<file path="config.mk">
export PLATFORM = sky130hd
export DESIGN_NAME = branch_predictor_flat
export DESIGN_NICKNAME = d
export VERILOG_FILES = /design/src/rtl/bp_pkg.sv /design/src/rtl/branch_predictor_if.sv /design/src/rtl/sat_counter.sv /design/src/rtl/branch_predictor.sv /design/src/flat_wrapper.sv
export SDC_FILE = /design/constraint.sdc
export NUM_CORES = 2
export LEC_CHECK = 0
export CAP_MARGIN = 40
export CORE_MARGIN = 4
export CORE_UTILIZATION = 60
export DETAILED_ROUTE_END_ITERATION = 8
export GPL_TIMING_DRIVEN = 0
export PLACE_DENSITY = 0.77
export SYNTH_ARGS = -nofsm -noshare
export SYNTH_HDL_FRONTEND = slang
export SYNTH_SLANG_ARGS = --single-unit
</file>
<file path="constraint.sdc">
create_clock -name clk -period 23 [get_ports clk]
set_clock_uncertainty 0.1 [all_clocks]
set_input_delay 4.6 -clock clk [delete_from_list [all_inputs] [get_ports clk]]
set_output_delay 4.6 -clock clk [all_outputs]
set_load 0.01 [all_outputs]
</file>
<file path="src/rtl/bp_pkg.sv">
// Shared definitions for the branch predictor: counter encodings, mode
// constants and the PC field / counter helper functions.
package bp_pkg;

  // 2-bit bimodal counter states; bit 1 is the taken/not-taken prediction.
  typedef enum logic [1:0] {
    CTR_SNT = 2'b00,
    CTR_WNT = 2'b01,
    CTR_WT  = 2'b10,
    CTR_ST  = 2'b11
  } ctr_e;

  localparam int MODE_STATIC  = 0;
  localparam int MODE_BIMODAL = 1;

  // Helpers work on a 64-bit view of the PC so any XLEN up to 64 fits.
  localparam int unsigned BP_PC_W = 64;

  // Table index: pc[idx_w+1:2], returned right-aligned.
  function automatic logic [BP_PC_W-1:0] bp_idx(input logic [BP_PC_W-1:0] pc,
                                                input int unsigned idx_w);
    logic [BP_PC_W-1:0] mask;
    mask = (64'd1 << idx_w) - 64'd1;
    return (pc >> 32'd2) & mask;
  endfunction

  // Tag: pc[idx_w+tag_w+1:idx_w+2], returned right-aligned.
  function automatic logic [BP_PC_W-1:0] bp_tag(input logic [BP_PC_W-1:0] pc,
                                                input int unsigned idx_w,
                                                input int unsigned tag_w);
    logic [BP_PC_W-1:0] mask;
    mask = (64'd1 << tag_w) - 64'd1;
    return (pc >> (idx_w + 32'd2)) & mask;
  endfunction

  // Saturating step: up on taken, down on not-taken, clamped at SNT/ST.
  function automatic ctr_e sat_update(input ctr_e ctr, input logic taken);
    ctr_e nxt;
    case (ctr)
      CTR_SNT: nxt = taken ? CTR_WNT : CTR_SNT;
      CTR_WNT: nxt = taken ? CTR_WT  : CTR_SNT;
      CTR_WT:  nxt = taken ? CTR_ST  : CTR_WNT;
      CTR_ST:  nxt = taken ? CTR_ST  : CTR_WT;
      default: nxt = CTR_WNT;
    endcase
    return nxt;
  endfunction

endpackage

</file>
<file path="src/rtl/branch_predictor_if.sv">
// Fetch lookup, EX resolve/train and statistics signals of the predictor.
interface branch_predictor_if #(
  parameter int XLEN   = 32,
  parameter int STAT_W = 32
);
  logic              lookup_pc_dummy_unused_guard;
  logic [XLEN-1:0]   lookup_pc;
  logic              pred_taken;
  logic [XLEN-1:0]   pred_target;
  logic              upd_valid;
  logic [XLEN-1:0]   upd_pc;
  logic              upd_taken;
  logic [XLEN-1:0]   upd_target;
  logic              upd_pred_taken;
  logic [XLEN-1:0]   upd_pred_target;
  logic              mispredict;
  logic [XLEN-1:0]   recover_pc;
  logic [STAT_W-1:0] stat_branches;
  logic [STAT_W-1:0] stat_mispredicts;

  // Pipeline side: drives fetch PC and resolved outcomes.
  modport master (
    output lookup_pc, upd_valid, upd_pc, upd_taken, upd_target,
           upd_pred_taken, upd_pred_target,
    input  pred_taken, pred_target, mispredict, recover_pc,
           stat_branches, stat_mispredicts
  );

  // Predictor side.
  modport slave (
    input  lookup_pc, upd_valid, upd_pc, upd_taken, upd_target,
           upd_pred_taken, upd_pred_target,
    output pred_taken, pred_target, mispredict, recover_pc,
           stat_branches, stat_mispredicts
  );
endinterface

</file>
<file path="src/rtl/sat_counter.sv">
// Event counter that sticks at all-ones instead of wrapping.
module sat_counter #(
  parameter int W = 32
) (
  input  logic         clk,
  input  logic         rst,
  input  logic         inc,
  output logic [W-1:0] count
);

  logic [W-1:0] count_r;

  // Count events, holding once the maximum value is reached.
  always_ff @(posedge clk or posedge rst) begin
    if (rst) begin
      count_r <= '0;
    end else if (inc && (count_r != {W{1'b1}})) begin
      count_r <= count_r + W'(1);
    end else begin
      count_r <= count_r;
    end
  end

  assign count = count_r;

endmodule

</file>
<file path="src/rtl/branch_predictor.sv">
// Direct-mapped BTB + bimodal BHT predictor beside IF, trained from EX.
// Lookup and resolve are combinational; training lands at the clock edge,
// so a same-cycle lookup of the entry being trained sees the old contents.
module branch_predictor
  import bp_pkg::*;
#(
  parameter int XLEN    = 32,
  parameter int ENTRIES = 64,
  parameter int TAG_W   = 8,
  parameter int MODE    = 1,
  parameter int STAT_W  = 32
) (
  input logic clk,
  input logic rst,
  branch_predictor_if.slave bus
);

  localparam int unsigned IDX_W = $clog2(ENTRIES);
  localparam logic [XLEN-1:0] PC_STEP = XLEN'(32'd4);

  // Only valid bits and counters are reset; tag/target payload is not.
  logic [ENTRIES-1:0] valid_r;
  logic [1:0]         ctr_r    [ENTRIES];
  logic [TAG_W-1:0]   tag_r    [ENTRIES];
  logic [XLEN-1:0]    target_r [ENTRIES];

  logic [IDX_W-1:0] lk_idx_s;
  logic [TAG_W-1:0] lk_tag_s;
  logic             lk_hit_s;
  logic             pred_taken_s;
  logic [XLEN-1:0]  pred_target_s;

  logic [IDX_W-1:0] up_idx_s;
  logic [TAG_W-1:0] up_tag_s;
  logic             up_hit_s;
  logic             train_s;
  logic             mispredict_s;
  logic [XLEN-1:0]  recover_pc_s;

  // ---------------- lookup ----------------
  assign lk_idx_s = IDX_W'(bp_idx(BP_PC_W'(bus.lookup_pc), IDX_W));
  assign lk_tag_s = TAG_W'(bp_tag(BP_PC_W'(bus.lookup_pc), IDX_W, TAG_W));
  assign lk_hit_s = valid_r[lk_idx_s] && (tag_r[lk_idx_s] == lk_tag_s);

  // Predict taken only on a tag hit with a taken-leaning counter.
  always_comb begin
    pred_taken_s = 1'b0;
    if (MODE == MODE_BIMODAL) begin
      pred_taken_s = lk_hit_s && ctr_r[lk_idx_s][1];
    end else begin
      pred_taken_s = 1'b0;
    end
  end

  // Next fetch PC: stored target when predicted taken, else fall through.
  always_comb begin
    pred_target_s = bus.lookup_pc + PC_STEP;
    if (pred_taken_s) begin
      pred_target_s = target_r[lk_idx_s];
    end else begin
      pred_target_s = bus.lookup_pc + PC_STEP;
    end
  end

  // ---------------- resolve ----------------
  // Redirect on wrong direction, or right direction with wrong target.
  always_comb begin
    mispredict_s = 1'b0;
    if (MODE == MODE_BIMODAL) begin
      mispredict_s = bus.upd_valid &&
                     ((bus.upd_taken != bus.upd_pred_taken) ||
                      (bus.upd_taken && (bus.upd_target != bus.upd_pred_target)));
    end else begin
      mispredict_s = bus.upd_valid && bus.upd_taken;
    end
  end

  // Correct next PC; only meaningful while mispredict is high.
  always_comb begin
    recover_pc_s = bus.upd_pc + PC_STEP;
    if (bus.upd_taken) begin
      recover_pc_s = bus.upd_target;
    end else begin
      recover_pc_s = bus.upd_pc + PC_STEP;
    end
  end

  // ---------------- training ----------------
  assign up_idx_s = IDX_W'(bp_idx(BP_PC_W'(bus.upd_pc), IDX_W));
  assign up_tag_s = TAG_W'(bp_tag(BP_PC_W'(bus.upd_pc), IDX_W, TAG_W));
  assign up_hit_s = valid_r[up_idx_s] && (tag_r[up_idx_s] == up_tag_s);
  assign train_s  = (MODE == MODE_BIMODAL) && bus.upd_valid;

  // Valid/counter state: step counter on hit, allocate at WT on taken miss.
  always_ff @(posedge clk or posedge rst) begin
    if (rst) begin
      for (int i = 0; i < ENTRIES; i++) begin
        valid_r[i] <= 1'b0;
        ctr_r[i]   <= CTR_WNT;
      end
    end else if (train_s) begin
      if (up_hit_s) begin
        ctr_r[up_idx_s] <= sat_update(ctr_e'(ctr_r[up_idx_s]), bus.upd_taken);
      end else if (bus.upd_taken) begin
        valid_r[up_idx_s] <= 1'b1;
        ctr_r[up_idx_s]   <= CTR_WT;
      end else begin
        valid_r[up_idx_s] <= valid_r[up_idx_s];
      end
    end else begin
      valid_r <= valid_r;
    end
  end

  // Tag/target payload: written on every taken training event. A write
  // coincident with reset is harmless because the valid bit is cleared.
  always_ff @(posedge clk) begin
    if (train_s && bus.upd_taken) begin
      target_r[up_idx_s] <= bus.upd_target;
      tag_r[up_idx_s]    <= up_tag_s;
    end
  end

  // ---------------- statistics ----------------
  sat_counter #(.W(STAT_W)) u_stat_branches (
    .clk   (clk),
    .rst   (rst),
    .inc   (bus.upd_valid),
    .count (bus.stat_branches)
  );

  sat_counter #(.W(STAT_W)) u_stat_mispredicts (
    .clk   (clk),
    .rst   (rst),
    .inc   (mispredict_s),
    .count (bus.stat_mispredicts)
  );

  assign bus.pred_taken  = pred_taken_s;
  assign bus.pred_target = pred_target_s;
  assign bus.mispredict  = mispredict_s;
  assign bus.recover_pc  = recover_pc_s;

endmodule

</file>
<file path="src/flat_wrapper.sv">
// flat-port wrapper written by rule: the top's interface ports become plain ports
module branch_predictor_flat import bp_pkg::*;
#(
  parameter int XLEN    = 32,
  parameter int ENTRIES = 64,
  parameter int TAG_W   = 8,
  parameter int MODE    = 1,
  parameter int STAT_W  = 32
)
  (clk, rst, bus_lookup_pc, bus_upd_valid, bus_upd_pc, bus_upd_taken, bus_upd_target, bus_upd_pred_taken, bus_upd_pred_target, bus_pred_taken, bus_pred_target, bus_mispredict, bus_recover_pc, bus_stat_branches, bus_stat_mispredicts);
  branch_predictor_if #(.XLEN(XLEN), .STAT_W(STAT_W)) bus_i ();
  input logic clk;
  input logic rst;
  input wire logic [$bits(bus_i.lookup_pc)-1:0] bus_lookup_pc;
  input wire logic [$bits(bus_i.upd_valid)-1:0] bus_upd_valid;
  input wire logic [$bits(bus_i.upd_pc)-1:0] bus_upd_pc;
  input wire logic [$bits(bus_i.upd_taken)-1:0] bus_upd_taken;
  input wire logic [$bits(bus_i.upd_target)-1:0] bus_upd_target;
  input wire logic [$bits(bus_i.upd_pred_taken)-1:0] bus_upd_pred_taken;
  input wire logic [$bits(bus_i.upd_pred_target)-1:0] bus_upd_pred_target;
  output wire logic [$bits(bus_i.pred_taken)-1:0] bus_pred_taken;
  output wire logic [$bits(bus_i.pred_target)-1:0] bus_pred_target;
  output wire logic [$bits(bus_i.mispredict)-1:0] bus_mispredict;
  output wire logic [$bits(bus_i.recover_pc)-1:0] bus_recover_pc;
  output wire logic [$bits(bus_i.stat_branches)-1:0] bus_stat_branches;
  output wire logic [$bits(bus_i.stat_mispredicts)-1:0] bus_stat_mispredicts;
  assign bus_i.lookup_pc = bus_lookup_pc;
  assign bus_i.upd_valid = bus_upd_valid;
  assign bus_i.upd_pc = bus_upd_pc;
  assign bus_i.upd_taken = bus_upd_taken;
  assign bus_i.upd_target = bus_upd_target;
  assign bus_i.upd_pred_taken = bus_upd_pred_taken;
  assign bus_i.upd_pred_target = bus_upd_pred_target;
  assign bus_pred_taken = bus_i.pred_taken;
  assign bus_pred_target = bus_i.pred_target;
  assign bus_mispredict = bus_i.mispredict;
  assign bus_recover_pc = bus_i.recover_pc;
  assign bus_stat_branches = bus_i.stat_branches;
  assign bus_stat_mispredicts = bus_i.stat_mispredicts;
  branch_predictor #(.XLEN(XLEN), .ENTRIES(ENTRIES), .TAG_W(TAG_W), .MODE(MODE), .STAT_W(STAT_W)) u_core (.clk(clk), .rst(rst), .bus(bus_i));
endmodule
</file>
Word-level counts from Yosys, hierarchy flattened
Memory sizes are Yosys's and may differ from the RTL's.
Cells that the tools add are included.
{"block": "word_totals", "input_bits": 133, "out_inout_bits": 130, "mem_bits_rw": 2560, "word_cells": 140, "regBits": 256, "mem_count": 2}
{"name": "u_core.target_r", "words": 64, "width": 32, "rd": 1, "rd_clocked_by_memory_dff": 0, "write_ports": 1, "line_no": "branch_predictor.sv:25", "rtl": "logic [XLEN-1:0] target_r [ENTRIES];"}
{"name": "u_core.tag_r", "words": 64, "width": 8, "rd": 2, "rd_clocked_by_memory_dff": 0, "write_ports": 1, "line_no": "branch_predictor.sv:24", "rtl": "logic [TAG_W-1:0] tag_r [ENTRIES];"}
{"block": "op_classes", "n_reduce_logical": 15, "n_bitwise": 7, "n_mux": 30, "order_cmp": 6, "eq_ne": 9, "add_sub_neg": 4}
{"cell": "two-way mux 128 bit", "n": 2}
{"cell": "bitwise mux 128 bit", "n": 1}
{"cell": "bitwise OR 64 bit", "n": 2}
{"cell": "adder 32 x 1 -> 32 bit (second input constant)", "n": 2}
{"cell": "adder 32 x 3 -> 32 bit (second input constant)", "n": 2}
{"cell": "AND 64 bit", "n": 1}
{"cell": "bitwise mux 64 bit", "n": 1}
{"cell": "two-way mux 32 bit", "n": 2}
{"cell": "two-way mux 64 bit", "n": 1}
{"cell": "!= test 32 bit (second input constant)", "n": 2}
{"cell": "NOT 64 bit", "n": 1}
{"cell": "!= test 32 bit", "n": 1}
{"cell": "binary-select mux 2 bit (select 6 bit)", "n": 2}
{"cell": "two-way mux 2 bit", "n": 9}
{"cell": "== test 8 bit", "n": 2}
{"cell": ">= comparator 7 bit (second input constant)", "n": 2}
{"cell": "< comparator 6 x 7 -> 1 bit (second input constant)", "n": 2}
{"cell": "NOT 6 -> 7 bit", "n": 2}
{"cell": "binary-select mux 1 bit (select 6 bit)", "n": 2}
{"cell": "demux 2 bit (select 6 bit)", "n": 1}
{"cell": "logical AND 1 bit", "n": 10}
{"cell": "case mux 2 bit (4 select lines)", "n": 1}
{"cell": "< comparator 7 x 1 -> 1 bit (second input constant)", "n": 1}
{"cell": "two-way mux 1 bit", "n": 7}
{"cell": "other kinds (10)", "n": 12}

Logic depth before layout (Yosys ltp)
{"block": "logic_depth", "depth_word": 10, "depth_mapped": 17}

Hierarchy
A second synthesis with hierarchy kept.
{"block": "unflattened", "hier_cells": 6231, "hier_area_um2": 119120.5}
{"mod": "branch_predictor", "cells_per_inst": 5936, "n_inst": 1, "area_each_um2": 115862.4}
{"mod": "sat_counter at u_core.u_stat_branches", "cells_per_inst": 155, "n_inst": 1, "area_each_um2": 1656.6}
{"mod": "sat_counter at u_core.u_stat_mispredicts", "cells_per_inst": 140, "n_inst": 1, "area_each_um2": 1601.5}

Worst setup path after synthesis
Ideal clock, no wire load.
{"block": "synth_path", "path_kind": "input port to output port", "from": "in bus_lookup_pc[2]", "to": "out bus_pred_target[31]", "t_arrival_ns": 8.165, "path_slack_ns": 10.135, "path_stages": 12, "cell_sequence": "buf_2 buf_4 buf_4 buf_4 buf_2 buf_1 clkbuf_1 buf_2 mux4_2 mux4_2 mux4_2 mux2_2"}
{"block": "synth_via", "elab_chain_cells": 6, "word_cells_on_any_way": 13}
{"item": "start, declared", "line_no": "flat_wrapper.sv:14", "rtl": "input wire logic [$bits(bus_i.lookup_pc)-1:0] bus_lookup_pc;"}
{"item": "branches (longest 5 deep; another with memory (64 x 8 bit))"}
{"item": "two-way mux 32 bit *", "line_no": "branch_predictor.sv:58", "rtl": "if (pred_taken_s) begin"}
{"item": "end, declared", "line_no": "flat_wrapper.sv:22", "rtl": "output wire logic [$bits(bus_i.pred_target)-1:0] bus_pred_target;"}
Mark *: on every way between the ends. The select of a mux whose other input is x is not followed.

Final worst setup path
{"block": "layout_path", "from": "in bus_upd_pc[2]", "to": "out bus_recover_pc[17]"}
{"block": "layout_via", "elab_chain_cells": 2}
{"item": "start, declared", "line_no": "flat_wrapper.sv:16", "rtl": "input wire logic [$bits(bus_i.upd_pc)-1:0] bus_upd_pc;"}
{"item": "adder 32 x 3 -> 32 bit"}
{"item": "two-way mux 32 bit", "line_no": "branch_predictor.sv:81", "rtl": "if (bus.upd_taken) begin"}
{"item": "end, declared", "line_no": "flat_wrapper.sv:24", "rtl": "output wire logic [$bits(bus_i.recover_pc)-1:0] bus_recover_pc;"}
No other way between the ends.

==> results.toml <==
[cts]
clockBufferDepth = 4
clock_sinks = 2816
htreeDepth = 5
cts_hold_buf = 0
worstSkewPairLatency_ns = 0.96
post_cts_resized = 0
clk_pin_slew_ns = 0.06
cts_tree = "built"
cts_made_buffers = 302
clock-root-buffer = "clkbuf_16"
postCtsSetupBuffers = 0

[grt]
grt_max_degree = 112
grt_pass1_vias = 74800
antenna_found_initial = 56
grt_first_pass_wirelength_um = 632000
grt_use_total = 0.462
gr-total-overflow = 0

[detailed_routing]
drc = 18
drt-vias-per-instance = 7.76
vias = 77200
wl_per_cell_um = 47.3
drt_iter0_drc = 16800
first_pass_iters = 9
wirelength_um = 470000
postRouteAntennaNets = 0

[worst_hold_path]
worstHoldEndpoint = "u_core.ctr_r[104]"
hold-path-cell-count = 2
worstHoldStart = "u_core.ctr_r[104]"
hp-class = "reg -> reg"

[floorplan]
initial_core_util = 0.605
fp.dieArea_um2 = 204000
rows = 162
die_w_um = 452
coreArea_um2 = 195000
die_y_um = 452
io_pins = 263

[sta]
grt_setup_unrepaired = "false"
finalMaxSlewViolations = 0
tns_ns = 0
final_hold_viol_count = 0
fin_crit_sh = 0.780
fmax_mhz = 55.7
setup_viol = 0
period_needed_ns = 17.95
relSlewSlack = 0.286
worstMarginPinSlew_ns = 1.07

[logic_synthesis]
synthDominantCellAreaShare = 0.650
yosysSeqAreaShare = 0.705
synth-seq-cells = 2816
yosysWarningCount = 0
synth_area_um2 = 118000
yosysUniqueCellTypes = 87
synth.most_common_cell = "edfxtp_1"
dominantRegCellSynth = "edfxtp_1"
synth.top_cells.by_count = "edfxtp_1 (2,560), mux4_2 (847), nand2_1 (352), clkbuf_1 (194), dfrtp_1 (192)"
syn_area_per_cell_um2 = 19.2
yosysTopAreaCell = "edfxtp_1"
synth_edf_count = 2560
async_reset_ff_frac = 0.0909
syn-num-nets = 6292
postSynthCellCount = 6155
yosys-top-cells-area = "edfxtp_1 (65%), mux4_2 (16%), dfrtp_1 (4.1%)"

[layout]
fin_nets = 7207
fillers = 11300
area_delta_synth_final_pct = 18.6
regArea_um2 = 83400
multi_input_area_um2 = 33100
instances_no_fill = 9940
drive_above_1_share = 0.292
fin_area_um2 = 140000
fin_util = 0.718

[worst_setup_path]
worst_r2r_path_depth = 11
end_kind = "output pin"
crit_start = "bus_upd_pc[2]"
cp.required_ns = 18.30
arrival_ns = 13.25
path_class = "in -> out"
rrSetupSlack_ns = 17.79
start_kind = "primary input"
reg2reg_from = "u_core.tag_r[43][3]"
r2r_end = "u_core.ctr_r[64]"
worstPathMaxFanout = 12

[placed_design]
portBuffers = 258
placed_area_um2 = 131000
hpwl_um = 307000
place.gp.congestion = 1.04
dp.cells = 9377

[power]
p_leak_nw = 46.5
power.total_mw = 11.5
p_per_area_nw_per_um2 = 82.2
max-vdd-ir-drop_mv = 0.0796

[status]
status = "finished, violations left"
violations = "DRC"

[run]
cap_violations = 0
[power breakdown]
part | total, mW | switching, mW | internal [mW] | leakage [nW]
logic | 0.991 | 0.609 | 0.383 | 15.7
registers | 5.74 | 0.0717 | 5.67 | 26.2
clock network | 4.79 | 2.05 | 2.74 | 4.56
total | 11.5 | 2.73 | 8.79 | 46.5
[registers in the layout, summed over array words and instances (netlist names)]
signal                           flops
u_core.tag_r                       512
u_core.ctr_r                       128
u_core.target_r                   2048
u_core.u_stat_branches.count        32
u_core.valid_r                      64
u_core.u_stat_mispredicts.count     32
[layout by cell type, fill, tap and decap left out, types with 59 or more instances in the layout]
cell	Yosys	final
o22ai_1	89	89
nor2_1	181	117
a22oi_1	82	82
dfstp_2	64	64
buf_8	0	59
xnor2_1	90	90
edfxtp_1	2560	2560
buf_6	3	66
mux4_2	847	847
buf_12	4	164
clkbuf_16	0	306
nand3_1	90	90
o21ai_0	76	75
mux2i_1	143	143
buf_2	145	194
a2bb2oi_1	64	64
a21oi_1	179	179
mux2_2	113	113
clkdlybuf4s50_1	0	218
inv_1	83	82
xor2_1	65	65
nor2_4	0	64
dfrtp_1	192	192
clkbuf_1	194	253
nand2_1	352	352
[cell type report]
cell class,instances,share of cell area
Multi-Input combinational cell,2848,0.236
Buffer,405,0.0135
Sequential cell,2816,0.595
Clock inverter,140,0.00966
Clock buffer,378,0.0570
Tap cell,2624,0.0234
Antenna cell,32,0.000571
Timing Repair Buffer,611,0.0624
Inverter,86,0.00236
[stage by stage]
stage	setup slack, ns	hold WS [ns]
2_1_floorplan	10.13	0.342
3_3_place_gp	4.72	0.350
3_5_place_dp	5.87	0.355
4_1_cts	5.84	0.366
5_1_grt	5.39	0.382
6_report	5.05	0.363
[worst max-delay path by stage]
stage                                endpoint  slack [ns]  depth (start not counted)
after floorplan           bus_pred_target[31]       10.13                         12
after global placement     bus_recover_pc[17]        4.72                         15
after detailed placement   bus_recover_pc[31]        5.87                         17
after CTS                  bus_recover_pc[17]        5.84                         16
after global routing       bus_recover_pc[29]        5.39                         17
final                      bus_recover_pc[17]        5.05                         16
[cell families after synthesis]
logic type | share of synthesized area
DFF | 0.705
and+or+nand+nor | 0.0350
muxes | 0.190
adders and majority gates | 0.000593
xor gates and xnor gates | 0.0115
buffers and inverters | 0.0187
AOI/OAI and AO/OA | 0.0389
[critical path: stages]
cell and delay, ns:
clkdlybuf4s50_1 0.91, buf_2 0.46, buf_4 0.37, buf_4 0.44
buf_2 0.47, buf_2 0.75, buf_2 0.60, nand3_1 0.81
nor2_1 0.92, nand2_1 0.21, nor2_1 0.74, nand2_1 0.34
xor2_1 0.24, o21ai_1 0.50, buf_6 0.24, clkdlybuf4s50_1 0.55
[layer usage]
| layer | up-vias | global-route usage | part of all wire |
|---|---|---|---|
| li1 | 27300 | - | - |
| met1 | 38600 | 0.550 | 0.30 |
| met2 | 8752 | 0.665 | 0.43 |
| met3 | 2511 | 0.195 | 0.16 |
| met4 | 40 | 0.365 | 0.11 |
| met5 | - | 0 | 0.00061 |
Note: power is estimated with default switching activity, not from simulation.
